===== src/rtl/str_acq_ctrl.sv =====
// rtl/str_acq_ctrl.sv - acquisition sequencer: settle flush, framed capture, drain to DMA
module str_acq_ctrl #(
    parameter int DW        = 24,
    parameter int FRAME_LEN = 16000,
    parameter int SETTLE    = 64
) (
    input  logic          clk,
    input  logic          rst_n,
    input  logic          start,
    input  logic          stop,
    input  logic [15:0]   num_frames,
    output logic          adc_en,
    input  logic [DW-1:0] s_axis_tdata,
    input  logic          s_axis_tvalid,
    output logic          s_axis_tready,
    output logic [DW-1:0] m_axis_tdata,
    output logic          m_axis_tvalid,
    input  logic          m_axis_tready,
    output logic          m_axis_tlast,
    output logic          busy,
    output logic          done,
    output logic          overrun
);

    localparam int SW = $clog2(SETTLE) + 1;
    localparam int CW = $clog2(FRAME_LEN) + 1;
    localparam int FW = 17;

    typedef enum logic [1:0] {
        ST_IDLE,
        ST_SETTLE,
        ST_CAPTURE,
        ST_DRAIN
    } state_t;

    state_t state, state_nxt;

    logic [SW-1:0] settle_cnt;
    logic [CW-1:0] sample_cnt;
    logic [FW-1:0] frame_cnt;
    logic [FW-1:0] frame_cnt_inc;
    logic [15:0]   frames_lat;
    logic          pend_stop;

    logic          start_ok;
    logic          settle_last;
    logic          sample_last;
    logic          cap_rdy;
    logic          cap_acc;
    logic          frames_met;
    logic          to_drain;

    assign start_ok      = start && !stop;
    assign settle_last   = (settle_cnt == SW'(SETTLE - 1));
    assign sample_last   = (sample_cnt == CW'(FRAME_LEN - 1));
    assign cap_rdy       = !m_axis_tvalid || m_axis_tready;
    assign cap_acc       = (state == ST_CAPTURE) && s_axis_tvalid && cap_rdy;
    // Continuous mode may run past 2^17 frames; saturate instead of wrapping.
    assign frame_cnt_inc = (&frame_cnt) ? frame_cnt : frame_cnt + 1'b1;
    assign frames_met    = (frames_lat != 16'd0) && (frame_cnt_inc == {1'b0, frames_lat});
    assign to_drain      = cap_acc && sample_last && (pend_stop || stop || frames_met);
    assign busy          = (state != ST_IDLE);

    always_ff @(posedge clk or negedge rst_n) begin
        if (!rst_n) begin
            state <= ST_IDLE;
        end else begin
            state <= state_nxt;
        end
    end

    always_comb begin
        state_nxt     = state;
        adc_en        = 1'b0;
        s_axis_tready = 1'b0;
        case (state)
            ST_IDLE: begin
                s_axis_tready = 1'b1;
                if (start_ok) begin
                    state_nxt = ST_SETTLE;
                end
            end
            ST_SETTLE: begin
                adc_en        = 1'b1;
                s_axis_tready = 1'b1;
                if (stop) begin
                    state_nxt = ST_IDLE;
                end else if (s_axis_tvalid && settle_last) begin
                    state_nxt = ST_CAPTURE;
                end
            end
            ST_CAPTURE: begin
                adc_en        = 1'b1;
                s_axis_tready = cap_rdy;
                if (to_drain) begin
                    state_nxt = ST_DRAIN;
                end
            end
            ST_DRAIN: begin
                if (!m_axis_tvalid || m_axis_tready) begin
                    state_nxt = ST_IDLE;
                end
            end
            default: begin
                state_nxt = ST_IDLE;
            end
        endcase
    end

    always_ff @(posedge clk or negedge rst_n) begin
        if (!rst_n) begin
            done <= 1'b0;
        end else begin
            done <= (state != ST_IDLE) && (state_nxt == ST_IDLE);
        end
    end

    always_ff @(posedge clk or negedge rst_n) begin
        if (!rst_n) begin
            settle_cnt    <= '0;
            sample_cnt    <= '0;
            frame_cnt     <= '0;
            frames_lat    <= '0;
            pend_stop     <= 1'b0;
            overrun       <= 1'b0;
            m_axis_tdata  <= '0;
            m_axis_tvalid <= 1'b0;
            m_axis_tlast  <= 1'b0;
        end else begin
            case (state)
                ST_IDLE: begin
                    if (start_ok) begin
                        frames_lat <= num_frames;
                        overrun    <= 1'b0;
                        frame_cnt  <= '0;
                        settle_cnt <= '0;
                        sample_cnt <= '0;
                        pend_stop  <= 1'b0;
                    end
                end
                ST_SETTLE: begin
                    if (!stop && s_axis_tvalid) begin
                        if (settle_last) begin
                            sample_cnt <= '0;
                        end else begin
                            settle_cnt <= settle_cnt + 1'b1;
                        end
                    end
                end
                ST_CAPTURE: begin
                    if (stop) begin
                        pend_stop <= 1'b1;
                    end
                    if (s_axis_tvalid && !cap_rdy) begin
                        overrun <= 1'b1;
                    end
                    if (cap_acc) begin
                        m_axis_tdata  <= s_axis_tdata;
                        m_axis_tvalid <= 1'b1;
                        m_axis_tlast  <= sample_last;
                        if (sample_last) begin
                            sample_cnt <= '0;
                            frame_cnt  <= frame_cnt_inc;
                        end else begin
                            sample_cnt <= sample_cnt + 1'b1;
                        end
                    end else if (m_axis_tready) begin
                        m_axis_tvalid <= 1'b0;
                        m_axis_tlast  <= 1'b0;
                    end
                end
                ST_DRAIN: begin
                    if (m_axis_tready) begin
                        m_axis_tvalid <= 1'b0;
                        m_axis_tlast  <= 1'b0;
                    end
                end
                default: begin
                    m_axis_tvalid <= 1'b0;
                    m_axis_tlast  <= 1'b0;
                end
            endcase
        end
    end

endmodule


===== config.mk =====
export PLATFORM = sky130hd
export DESIGN_NAME = str_acq_ctrl
export DESIGN_NICKNAME = d
export VERILOG_FILES = /design/src/rtl/str_acq_ctrl.sv
export SDC_FILE = /design/constraint.sdc
export NUM_CORES = 1
export LEC_CHECK = 0
export CORE_MARGIN = 3
export CORE_UTILIZATION = 58
export CTS_CLUSTER_SIZE = 14
export DETAILED_ROUTE_END_ITERATION = 8
export DONT_BUFFER_PORTS = 1
export GPL_ROUTABILITY_DRIVEN = 0
export HOLD_SLACK_MARGIN = 0.1
export MAX_ROUTING_LAYER = met4
export PLACE_DENSITY = 0.76
export SYNTH_ARGS = -nofsm -noshare
export SYNTH_HDL_FRONTEND = slang
export SYNTH_SLANG_ARGS = --single-unit

===== constraint.sdc =====
create_clock -name clk -period 2.8 [get_ports clk]
set_clock_uncertainty 0.1 [all_clocks]
set_input_delay 0.56 -clock clk [delete_from_list [all_inputs] [get_ports clk]]
set_output_delay 0.56 -clock clk [all_outputs]
set_load 0.05 [all_outputs]

Word-level counts from Yosys, hierarchy flattened --
Cells that the tools add are included.
Operators by class: $add $sub $neg 3, equality and inequality tests 14, muxes and demuxes 34, reductions and logical operators 34
Operator list (count):
- 15-bit 2-to-1 mux | 5
- 17-bit 2-to-1 mux | 4
- 15-bit one-hot mux with 3 select lines | 1
- 17-bit one-hot mux with 2 select lines | 1
- 7-bit 2-to-1 mux | 3
- 17-bit by 1-bit adder with 17-bit output (second input constant) | 1
- 17-bit by 16-bit equality test with 1-bit output | 1
- 17-bit AND reduction | 1
- 16-bit nonzero test | 1
- 15-bit by 1-bit adder with 15-bit output (second input constant) | 1
- 15-bit by 14-bit equality test with 1-bit output (second input constant) | 1
- 2-bit != test (second input constant) | 7
- 7-bit one-hot mux with 2 select lines | 1
- 1-bit logical AND | 10
- 2-bit 2-to-1 mux | 5
- 1-bit one-hot mux with 2 select lines | 5
- 1-bit 2-to-1 mux | 8
- 2-bit one-hot mux with 4 select lines | 1
- 4-bit AND reduction | 2
- 2-bit nonzero test | 4
- 7-bit by 1-bit adder with 7-bit output (second input constant) | 1
- 7-bit by 6-bit equality test with 1-bit output (second input constant) | 1
- 3-bit AND reduction | 2
- 5-bit AND reduction | 1
- 9 further kinds | 17
Storage, ports and cells: flip-flop bits (word level) 86, input port bits 46

Depth between registers and ports, before layout --
Gate-level depths: netlist of the first run.
word-level depth 10, mapped depth 12, mapped depth without buffers 9

Worst setup path before layout of the first run --
No wires, ideal clock.
path kind flip-flop to flip-flop, start reg state[0], end reg frame_cnt[3], arrival time 2.604 ns, setup slack -0.014 ns, cell stages (with the launch flop) 11, cell sequence dfrtp_1 -> inv_1 -> ha_1 -> clkbuf_1 -> inv_1 -> a21oi_1 -> nor3_1 -> nand2_1 -> buf_2 -> buf_2 -> o41ai_1
Between the ends: cells in the longest elaborated chain, start to end 5, elaborated cells on any way between the ends 10, those cells by class eq/ne: 4; mux: 1; reduce/logical: 5
Ends and longest elaborated chain:
- from (decl) | RTL line 36 | state_t state, state_nxt;
- from (signal assigned) | RTL line 68 | state <= state_nxt;
- 2-bit equality test | RTL line 57, 130
- 1-bit logical AND (2 in series) | RTL line 57 | assign cap_acc = (state == ST_CAPTURE) && s_axis_tvalid && cap_rdy;
- 2-bit != test (no line)
- 4-bit AND reduction (no line)
- to (signal assigned) | RTL line 163 | frame_cnt <= frame_cnt_inc;
- to (decl) | RTL line 40 | logic [FW-1:0] frame_cnt;
Parallel ways exist; a longest one is shown, timed or not. A chain may end at the register's enable or synchronous reset.

Worst setup path in the final report of the first run --
start reg frame_cnt[0], end reg state[0]
Between the ends: cells in the longest elaborated chain, start to end 8, elaborated cells on any way between the ends 9, those cells by class add/sub: 1; eq/ne: 1; mux: 3; reduce/logical: 4
Ends and longest elaborated chain:
- 17-bit by 1-bit adder with 17-bit output / 17-bit AND reduction (equally long branches) | RTL line 59 | assign frame_cnt_inc = (&frame_cnt) ? frame_cnt : frame_cnt + 1'b1;
- 17-bit 2-to-1 mux (*) | RTL line 59
- 17-bit by 16-bit equality test with 1-bit output (*) | RTL line 60 | assign frames_met = (frames_lat != 16'd0) && (frame_cnt_inc == {1'b0, frames_lat});
- 1-bit logical AND (*) | RTL line 60
- 1-bit logical OR (*) | RTL line 61 | assign to_drain = cap_acc && sample_last && (pend_stop || stop || frames_met);
- 1-bit logical AND (*) | RTL line 61
- 2-bit 2-to-1 mux (*) | RTL line 95 | if (to_drain) begin
- 2-bit one-hot mux with 4 select lines (*) | RTL line 76 | case (state)
- via state_nxt[0] | RTL line 36
The timed path passes the listed nets; every way through them passes the cells marked *.

==> results of run 1 <==
## worst min-delay path by stage
stage	slack, ns	endpoint
after floorplan	0.16	done
after global placement	0.17	sample_cnt[2]
after detailed placement	0.17	sample_cnt[2]
after CTS	0.25	m_axis_tdata[10]
after global routing	0.24	m_axis_tdata[10]
final	0.25	m_axis_tdata[16]
## layout by cell type (no fill, tap or decap), types with 3 or more instances in the layout
cell type  count
xor2_1        10
mux2_2        40
nand2_1       38
clkbuf_8      11
o31ai_1        5
a32o_1         3
dfrtp_1       85
ha_1           6
inv_1         12
or4_1          4
nor4_1         7
a31oi_1        7
buf_4         32
nand4_1       11
nand2b_1       5
nor2b_1        4
nor2_1        40
a21o_1         5
o21ai_0       45
mux2i_1        3
or3_1          3
nor3_1         8
nand3_1       26
xnor2_1        6
and3_1        13
a21oi_1       28
## cell type report
class	instances	area (µm²)
clock buffers	11	151
inverters	13	52.6
repair buffers	34	278
fillers	577	2580
multi-input cells	368	2490
well taps	102	128
flip-flops and latches	86	2150
clock inverters	4	55.1
## sequential cells by signal, summed over array words and instances, names as in the netlist
| signal | count |
|---|---|
| state | 2 |
| m_axis_tdata | 24 |
| frames_lat | 16 |
| sample_cnt | 15 |
| settle_cnt | 7 |
| done | 1 |
| m_axis_tvalid | 1 |
| pend_stop | 1 |
| m_axis_tlast | 1 |
| overrun | 1 |
| frame_cnt | 17 |
## layer usage
metal | vias up | share of wire [%] | global-route usage, %
li1 | 1851 | - | -
met1 | 1947 | 43 | 35.4
met2 | 229 | 45 | 39.3
met4 | 0 | 3.6 | 9.72
met3 | 45 | 7.7 | 4.59
met5 | - | 0 | -
## worst register-to-register path: stages (launching register included)
cell	delay, ns
dfrtp_1	0.36
ha_2	0.25
nand3_2	0.15
o31a_1	0.29
or4_1	0.47
a221o_1	0.35
a211oi_2	0.18
a41oi_1	0.16
a211oi_2	0.24
## power by group
group          switching [mW]  internal (mW)
Combinational           0.998          0.746
Clock                   0.445          0.461
Sequential               1.03           1.59
## cells by family after synthesis
family / share of synthesized area, %
DFF: 44.6
muxes: 9.96
adders and majority gates: 1.82
and+or+nand+nor: 19.2
AOI/OAI and AO/OA: 17.0
xor gates and xnor gates: 2.91
buffers and inverters: 4.57
## what timing repair did
action | 4_1_cts | 5_1_grt
resized for setup | 0 | 8
hold buffers | 2 | 0
hold endpoints to repair | 86 | 0
endpoints found under the setup margin | 0 | 2
==> results, run 1 <==
- The flow ran to the end, and the final reports show no timing, DRC or antenna violations.
- The min-delay analysis places its worst path in the category input pin to register.
- For this run, the number of standard cells in the final layout without fillers is around 600.
- The analysis attributes to cell leakage a power of between 2 and 2.5 nW.
- The most numerous cell on the critical path is a211oi_2.
- For this run, the leading register cell type out of synthesis is dfrtp_1.
- Clock tree synthesis inserted a total of 9 buffers.
- The initial detailed-routing violation count is 460.
- By area the synthesized netlist is led by dfrtp_1, mux2_2, o21ai_0.
- The die outline height is between 90 and 100 µm.
- Walking the worst path, the cells encountered are ha_2 > nand3_2 > o31a_1 > or4_1 > a221o_1 > a211oi_2 > a41oi_1 > a211oi_2.
- The floorplan step set the die width to approximately 97 µm.
- The HPWL after detailed placement is 8460 µm.
- Timing would allow up to between 0.3 and 0.4 GHz.
- The number of hold violations in the final report is 0.
- In this run the critical register-to-register path is launched from frame_cnt[0].
- Dividing the detail-routed via count by the number of cells gives 6.59.
- At the pin with the least slew margin, the transition time is about 0.66 ns.
- Setup violations remaining at the end of the flow were counted as 0.
- The family with the most delay on the worst path is compound AO/OA/AOI/OAI gates.
- TritonCTS built the clock tree.
- The count of port buffers added during placement is 0.
- Across all setup checks in the final design, the least slack found is about 0.18 ns.
- The type of destination of the critical path is a register.
- The number of synthesized flops with an enable pin is 0.
- The total placed instance area is about 5000 µm².
- The fraction of post-synthesis cell area in the top cell type by area is 44.6%.
- The count of maximum capacitance violations is 0.
- The setup TNS is 0 ns.
- Global routing finished with a remaining overflow of 0.
- The worst path uses a little over nine tenths of the clock period.
- STA classifies the critical path startpoint as a register.
- Counting every net in the synthesized netlist gives 544.
- Summed over all layers, the routed wires come to ~12000 µm.
- The first detailed-routing pass ran for 7 iterations.
- From synthesis to final layout, the design area changed by 10.0%.
- The share of synthesized flip-flops with an asynchronous set or reset is 100%.
- The total routing usage reported by global routing is 26.0%.
- Entering global routing, the biggest net connects between 80 and 90 pins.
- The clock-pin slew on the worst setup and hold paths is around 0.09 ns.
- On the worst path, the slowest cell contributes a delay of roughly 0.47 ns.
- The site row count is 32.
- The post-layout net count is 565.
- The critical path starts at frame_cnt[0].
- The H-tree was split into 3 levels.
- The remaining antenna violation count is 0.
- The netlist area before placement is between 4000 and 5000 µm².
- The clock root buffer is clkbuf_8.
- The post-layout utilization of the core is 67.3%.
- The category of the critical setup timing path is register to register.
- The via total after detailed routing is between 4k and 5k.
- The flip-flop and latch count after synthesis is 86.
- Setup repair after global routing left no endpoint under its margin.
- In the post-synthesis netlist, the cell with the most instances is dfrtp_1.
- The worst path arrival time is 2.79 ns.
- The number of standard cells after synthesis is between 400 and 500.
- The buffer count from post-CTS setup fixing is 0.
- In this run the count of I/O pins placed on the die edge is 77.
- The number of max-slew violations in the final report is 0.
- The floorplan step defined a die boundary enclosing 9450 µm².
- The minimum setup slack among reg-to-reg paths is 0.18 ns.
- The clock network latency to the later pin of the worst-skew pair is roughly 0.35 ns.
- At the worst endpoint, the required time is roughly 3.0 ns.
- In the synthesized netlist, the cells that appear most often are dfrtp_1, o21ai_0, mux2_2, nor2_1, nand2_1.
- The first-pass GRT wire length is around 20000 µm.
- The clock net in this run drives a total of 86 sinks.
- The clock period minus worst slack is roughly 2.6 ns.
- The total power density per cell area is ~990 nW/µm².
- The final hold slack is approximately 0.25 ns.
- The number of global-route vias before repair is slightly above 4k.
- The worst-path cell with the longest stage delay is or4_1.
- The post-route netlist has between 20% and 30% of its cells at a drive strength greater than 1.
- The number of inserted diodes is 0.
- The final instance area is 5310 µm².
- The total of warnings raised by yosys is 0.
- dfrtp_1 takes more of the synthesized area than any other cell.
- The number of placed instances with taps included is 601.
- The maximum clock path buffer count is 2.
- After synthesis, flip-flops and latches occupy ~45% of the total area.
- The number of stages on the worst hold path is 1.
- For this configuration, the core starts out at a cell density of between 60% and 70%.
- Along the worst path, the maximum fanout reaches 6.
- The number of distinct library cells after synthesis is 70.
- Together, buffers and inverters on the worst path number 0.
- The residual DRC count is 0.
- A synthesized cell averages ~9.8 µm².
- The depth of the worst register-to-register path is 8.
- The startpoint of the lowest-slack hold path is s_axis_tdata[16].
- The number of antenna violations at the first check in global routing came to 0.
- In this run the critical register-to-register path is captured at state[0].
- The largest vdd supply drop is ~840 µV.
- The worst setup slack before clock tree synthesis is between 0.1 and 0.15 ns.
- The critical path ends at state[0].
- The detail-routed net length per standard cell is approximately 19 µm.
- The overall power consumption is between 5 and 6 mW.
- After floorplanning, the core was sized to cover ~8000 µm².
- The number of stages on the worst setup path is 8.
- The normalized max-slew margin is a little under three fifths.
No activity file was read; power rests on OpenSTA's default activity.
==> run 2: changes to the inputs <==
--- a/config.mk
+++ b/config.mk
@@ -6,14 +6,13 @@
 export NUM_CORES = 1
 export LEC_CHECK = 0
 export CORE_MARGIN = 3
-export CORE_UTILIZATION = 58
+export CORE_UTILIZATION = 50
 export CTS_CLUSTER_SIZE = 14
 export DETAILED_ROUTE_END_ITERATION = 8
 export DONT_BUFFER_PORTS = 1
-export GPL_ROUTABILITY_DRIVEN = 0
 export HOLD_SLACK_MARGIN = 0.1
 export MAX_ROUTING_LAYER = met4
-export PLACE_DENSITY = 0.76
+export PLACE_DENSITY = 0.68
 export SYNTH_ARGS = -nofsm -noshare
 export SYNTH_HDL_FRONTEND = slang
 export SYNTH_SLANG_ARGS = --single-unit
==> results, run 2 (synthesis gave the netlist of run 1 again) <==
- The net switching power of the design is 2.49 mW (was 2.48 mW).
- The share of the clock period used by the worst path was 97.8% (was 93.7%).
- The setup TNS came to 0 ns (unchanged).
- The number of I/O pins came to 77 (unchanged).
- The register name with the most flops was m_axis_tdata (unchanged).
- The total die area is 10900 µm² (was 9450 µm²).
- The final hold slack was 0.237 ns (was 0.252 ns).
- The clock period minus worst slack is 2.74 ns (was 2.62 ns).
- The site row count was 35 (was 32).
- The pin slew with the least headroom to its limit came to 0.572 ns (was 0.660 ns).
- Largest registers in the final layout: m_axis_tdata: 24 flops, frame_cnt: 17 flops, frames_lat: 16 flops (unchanged).
- The logic gate share of total power is 32.9% (was 33.1%).
- Commonest cells after routing, fill and taps aside: dfrtp_1, o21ai_0, mux2_2 (was dfrtp_1, o21ai_0, nor2_1, mux2_2, nand2_1).
- The proportion of power drawn by flip-flops and latches is 49.0% (was 49.7%).
- The overall overflow remaining after global route is 0 (unchanged).
- The CTS H-tree depth is 3 (unchanged).
- The most numerous cell on the critical path is a211oi_2 (unchanged).
- The count of buffering cells on the critical path with inverters included is 0 (unchanged).
- The number of max-slew violations in the final report came to 0 (unchanged).
- The number of antenna violations at the first check in global routing is 0 (unchanged).
- The number of stages on the worst setup path came to 7 (was 8).
- Cell chain of the critical path: nand4_2 > o31a_1 > or4_1 > a221o_1 > a211oi_2 > a41oi_1 > a211oi_2 (was ha_2 > nand3_2 > o31a_1 > or4_1 > a221o_1 > a211oi_2 > a41oi_1 > a211oi_2).
- The internal power is 2.84 mW (was 2.80 mW).
- The clock network latency to the later pin of the worst-skew pair is 0.36 ns (was 0.35 ns).
- The number of global-route vias before repair came to 3868 (was 4040).
- The fraction of final layout cells with drive strength greater than 1 is 20.7% (was 20.9%).
- The number of setup violations in the final report is 0 (unchanged).
- The synthesis-to-layout area growth is 10.7% (was 10.0%).
- The minimum setup slack among reg-to-reg paths is 0.06 ns (was 0.18 ns).
- The count of port buffers added during placement is 0 (unchanged).
- At the end of routability-driven placement, the weighted congestion stood at between 0.9 and 1.
- Setup repair after global routing missed its margin: false (unchanged).
- The placeable core region was 9330 µm² (was 7890 µm²).
- The largest net degree at the start of global routing is 87 (unchanged).
- The delay of the slowest cell on the worst path is 0.47 ns (about the same).
- The residual DRC count is 0 (unchanged).
- The maximum clock frequency is 0.365 GHz (was 0.381 GHz).
- The maximum fanout count along the critical path is 11 (was 6).
- The count of maximum capacitance violations is 0 (unchanged).
- The switching share of power is 46.7% (was 47.0%).
- The depth of the worst register-to-register path was 7 (was 8).
- The worst min-delay path category was input pin to register (unchanged).
- The family with the most delay on the worst path is compound AO/OA/AOI/OAI gates (unchanged).
- The total routing usage reported by global routing is 23.0% (was 26.0%).
- The number of flip-flops under the largest register name was 24 (unchanged).
- The launching element type of the critical path is a register (unchanged).
- The source of the critical timing path is frame_cnt[5] (was frame_cnt[0]).
- The number of hold violations in the final report is 0 (unchanged).
- The clock root buffer was clkbuf_8 (unchanged).
- The remaining antenna violation count is 0 (unchanged).
- The post-layout utilization of the core is 57.3% (was 67.3%).
- The starting density of the core came to 51.7% (was 61.2%).
- The die outline height came to 104 µm (was 97.2 µm).
- The category of the critical setup timing path is register to register (unchanged).
- The largest vdd supply drop was 701 µV (was 836 µV).
- The number of inserted diodes is 0 (unchanged).
- The total power density per cell area is 998 nW/µm² (was 994 nW/µm²).
- The total CTS buffers is 9 (unchanged).
- The worst setup slack before clock tree synthesis came to 0.0983 ns (was 0.149 ns).
- The buffer count from post-CTS setup fixing is 0 (unchanged).
- The end of the worst register-to-register path is state[0] (unchanged).
- The beginning of the worst register-to-register path was frame_cnt[5] (was frame_cnt[0]).
- The horizontal die dimension is 104 µm (was 97.2 µm).
- The required time of the critical path is 2.99 ns (was 2.97 ns).
- The worst-path cell with the longest stage delay is dfrtp_1 (was or4_1).
- Result of the run: completed (unchanged).
- The initial detailed-routing violation count is 355 (was 460).
- The total half-perimeter wirelength after legalization and detailed placement is 8550 µm (was 8460 µm).
- The CTS sink count is 86 (unchanged).
- The CTS tree is done (unchanged).
- The first-pass iteration count of the detailed router is 5 (was 7).
- The first-pass GRT wire length is 19900 µm (was 19800 µm).
- The type of destination of the critical path is a register (unchanged).
- The total leakage power came to 2.27 nW (about the same).
- The clock group share of total power came to 18.1% (was 17.2%).
- The post-layout net count is 567 (was 565).
- The post-detailed-route via-to-cell ratio is 6.15 (was 6.59).
- The endpoint of the worst setup timing path is state[0] (unchanged).
- The clock-pin slew on the worst setup and hold paths is 0.09 ns (about the same).
- The detail-routed net length per standard cell came to 18.5 µm (was 18.9 µm).
- The worst path arrival time is 2.93 ns (was 2.79 ns).
- The worst-case setup margin in the final layout is 0.0608 ns (was 0.176 ns).
- The maximum clock path buffer count is 2 (unchanged).
- The most common library cell in the layout ignoring fill and taps is dfrtp_1 (unchanged).
- The via total after detailed routing was 3978 (was 4072).
- The routed wire length was 12000 µm (was 11700 µm).
- The normalized max-slew margin came to 61.6% (was 55.5%).
- The count of filler cells inserted in the layout is 790 (was 577).
-- run 2: cell type report --
cell class,instances,area (µm²),share of cell area (%)
Timing Repair Buffer,36,293,5.48
Multi-Input combinational cell,368,2470,46.2
Clock inverter,5,85.1,1.59
Sequential cell,86,2150,40.3
Inverter,13,52.6,0.984
Clock buffer,10,128,2.39
Tap cell,129,161,3.02
-- run 2: worst min path at each step --
| stage | startpoint | to | cells after the start |
|---|---|---|---|
| 6_report | num_frames[9] | frames_lat[9] | 1 |
| 5_1_grt | s_axis_tdata[20] | m_axis_tdata[20] | 1 |
| 4_1_cts | s_axis_tdata[6] | m_axis_tdata[6] | 1 |
| 3_5_place_dp | rst_n | sample_cnt[0] | 0 |
| 3_3_place_gp | rst_n | sample_cnt[0] | 0 |
| 2_1_floorplan | rst_n | done | 0 |
-- run 2: layer usage --
layer	up-vias	part of all wire, %	GRT usage, %
met4	0	2.6	8.55
met2	162	44	33.1
met1	1937	46	33.2
met5	-	0	-
li1	1855	-	-
met3	24	6.6	3.48
-- run 2: power groups by stage --
stage	Sequential (mW)	Clock, mW	Combinational, mW
finish	2.61	0.967	1.75
global route	2.66	1.03	1.93
CTS	2.61	0.980	1.75
detailed placement	2.63	0	1.71
global placement	2.63	0	1.68
floorplan	2.54	0	1.27
-- run 2: repair_timing --
action | CTS | global route
endpoints found under the hold margin | 86 | 0
hold buffers | 2 | 0
resized for setup | 0 | 5
endpoints found under the setup margin | 0 | 2
-- run 2: metrics by stage --
stage / cells / area, µm² / power [mW]
finish: 647 / 5340 / 5.33
detailed placement: 630 / 5070 / 4.34
floorplan: 491 / 4830 / 3.80
CTS: 647 / 5320 / 5.34
global placement: 630 / 5070 / 4.30
global route: 647 / 5340 / 5.61
==> run 3: changes to the inputs <==
--- a/config.mk
+++ b/config.mk
@@ -5,7 +5,6 @@
 export SDC_FILE = /design/constraint.sdc
 export NUM_CORES = 1
 export LEC_CHECK = 0
-export CORE_MARGIN = 3
 export CORE_UTILIZATION = 50
 export CTS_CLUSTER_SIZE = 14
 export DETAILED_ROUTE_END_ITERATION = 8
==> results, run 3 (synthesis gave the netlist of run 1 again) <==
- The logic gate share of total power is 33.8% (was 32.9%).
- The total CTS buffers was 9 (unchanged).
- The fraction of final layout cells with drive strength greater than 1 is 20.1% (was 20.7%).
- The number of inserted diodes is 0 (unchanged).
- The worst min-delay path category is input pin to register (unchanged).
- The launching element type of the critical path is a register (unchanged).
- The final weighted congestion in routability-driven placement came to 0.917 (was 0.946).
- The maximum fanout count along the critical path is 6 (was 11).
- The type of destination of the critical path is a register (unchanged).
- The post-layout utilization of the core is 57.1% (was 57.3%).
- The combined flip-flop and latch cell area is 2150 µm² (unchanged).
- The CTS tree is done (unchanged).
- The via total after detailed routing is 3896 (was 3978).
- The remaining antenna violation count is 0 (unchanged).
- The clock period minus worst slack is 2.66 ns (was 2.74 ns).
- The site row count is 35 (unchanged).
- The category of the critical setup timing path is register to register (unchanged).
- The share of the clock period used by the worst path is 95.0% (was 97.8%).
- The number of max-slew violations in the final report came to 0 (unchanged).
- The maximum clock path buffer count is 2 (unchanged).
- The CTS sink count is 86 (unchanged).
- The number of antenna violations at the first check in global routing was 0 (unchanged).
- The area used by multi-input combinational logic came to 2470 µm² (unchanged).
- The total routing usage reported by global routing is 24.8% (was 23.0%).
- The net switching power of the design is 2.46 mW (was 2.49 mW).
- The first-pass iteration count of the detailed router came to 6 (was 5).
- The post-layout net count is 566 (was 567).
- The placeable core region is 9280 µm² (was 9330 µm²).
- The post-detailed-route via-to-cell ratio is 6.02 (was 6.15).
- The proportion of power drawn by flip-flops and latches is 50.6% (was 49.0%).
- The count of filler cells inserted in the layout came to 828 (was 790).
- The horizontal die dimension is 100 µm (was 104 µm).
- The largest vdd supply drop is 642 µV (was 701 µV).
- The clock network latency to the later pin of the worst-skew pair is 0.36 ns (about the same).
- The die outline height was 100 µm (was 104 µm).
- The register name with the most flops is m_axis_tdata (unchanged).
- The total die area is 10000 µm² (was 10900 µm²).
- The clock-pin slew on the worst setup and hold paths was 0.09 ns (about the same).
- The setup TNS is 0 ns (unchanged).
- The starting density of the core is 52.0% (was 51.7%).
- The count of port buffers added during placement was 0 (unchanged).
- The number of setup violations in the final report is 0 (unchanged).
- The maximum clock frequency is 0.376 GHz (was 0.365 GHz).
- The CTS H-tree depth was 3 (unchanged).
- The synthesis-to-layout area growth is 9.83% (was 10.7%).
- The detail-routed net length per standard cell is 17.8 µm (was 18.5 µm).
- The required time of the critical path is 2.97 ns (was 2.99 ns).
- The residual DRC count was 0 (unchanged).
- The routed wire length is 11500 µm (was 12000 µm).
- The number of hold violations in the final report was 0 (unchanged).
- The clock group share of total power came to 15.7% (was 18.1%).
- The number of I/O pins is 77 (unchanged).
- The total leakage power is 2.25 nW (was 2.27 nW).
- The number of flip-flops under the largest register name is 24 (unchanged).
- Setup repair after global routing missed its margin: false (unchanged).
- The initial detailed-routing violation count is 348 (was 355).
- The buffer count from post-CTS setup fixing was 0 (unchanged).
- Largest registers in the final layout: m_axis_tdata: 24 flops, frame_cnt: 17 flops, frames_lat: 16 flops (unchanged).
- The total power density per cell area is 975 nW/µm² (was 998 nW/µm²).
- The worst path arrival time was 2.83 ns (was 2.93 ns).
- The overall overflow remaining after global route is 0 (unchanged).
- The count of maximum capacitance violations is 0 (unchanged).
- The pin slew with the least headroom to its limit is 0.610 ns (was 0.572 ns).
- The most common library cell in the layout ignoring fill and taps is dfrtp_1 (unchanged).
- The largest net degree at the start of global routing came to 87 (unchanged).
- Result of the run: completed (unchanged).
- The internal power is 2.71 mW (was 2.84 mW).
- The total half-perimeter wirelength after legalization and detailed placement came to 8420 µm (was 8550 µm).
- The clock root buffer was clkbuf_8 (unchanged).
- The first-pass GRT wire length is 18800 µm (was 19900 µm).
- The normalized max-slew margin is 58.8% (was 61.6%).
- The number of global-route vias before repair was 3750 (was 3868).
- Commonest cells after routing, fill and taps aside: dfrtp_1, o21ai_0, mux2_2 (unchanged).
- The switching share of power came to 47.6% (was 46.7%).
- The final hold slack is 0.243 ns (was 0.237 ns).
run 3: critical path, stage by stage (launching register included):
cell	delay (ns)
dfrtp_1	0.37
ha_1	0.21
nand3_1	0.20
o31a_1	0.31
or4_1	0.48
a221o_1	0.36
a211oi_2	0.18
a41oi_1	0.15
a211oi_2	0.22
run 3: power by group through the flow:
stage | clock (mW) | combinational (mW) | sequential, mW
global route | 0.887 | 1.90 | 2.65
detailed placement | 0 | 1.71 | 2.63
CTS | 0.830 | 1.75 | 2.60
global placement | 0 | 1.68 | 2.62
floorplan | 0 | 1.27 | 2.54
finish | 0.809 | 1.74 | 2.61
run 3: final timing paths:
| kind | from | endpoint | slack, ns | cells past startpoint |
|---|---|---|---|---|
| max | frame_cnt[0] | state[0] | 0.14 | 8 |
| min | s_axis_tdata[12] | m_axis_tdata[12] | 0.24 | 1 |
| max reg2reg | frame_cnt[0] | state[0] | 0.14 | 8 |
| min reg2reg | sample_cnt[1] | sample_cnt[1] | 0.41 | 2 |
| max in group asynchronous | rst_n | frames_lat[8] | 1.59 | 2 |
| min in group asynchronous | rst_n | settle_cnt[4] | 0.66 | 2 |
run 3: cell type report:
cell class | instances | share of cell area, %
Inverter | 13 | 0.992
Multi-Input combinational cell | 368 | 46.6
Tap cell | 129 | 3.05
Timing Repair Buffer | 35 | 5.38
Clock buffer | 12 | 2.74
Clock inverter | 4 | 0.614
Sequential cell | 86 | 40.6
run 3: stage by stage:
stage	setup WS [ns]	std cells	cell area [µm²]	power (mW)
2_1_floorplan	0.0133	491	4830	3.80
6_report	0.139	647	5300	5.16
5_1_grt	0.00206	647	5300	5.44
4_1_cts	0.133	647	5280	5.18
3_5_place_dp	0.184	629	5060	4.34
3_3_place_gp	0.173	629	5060	4.31
run 3: layer usage:
metal	wire length, µm	GRT usage, %
met5	0	-
met1	5400	34.4
met2	5300	37.1
met3	601	4.11
met4	208	8.47
run 3: repair_timing:
item	in CTS	in global routing
hold buffers	2	0
setup endpoints to repair	0	2
gates resized for setup	0	3
endpoints found under the hold margin	86	0
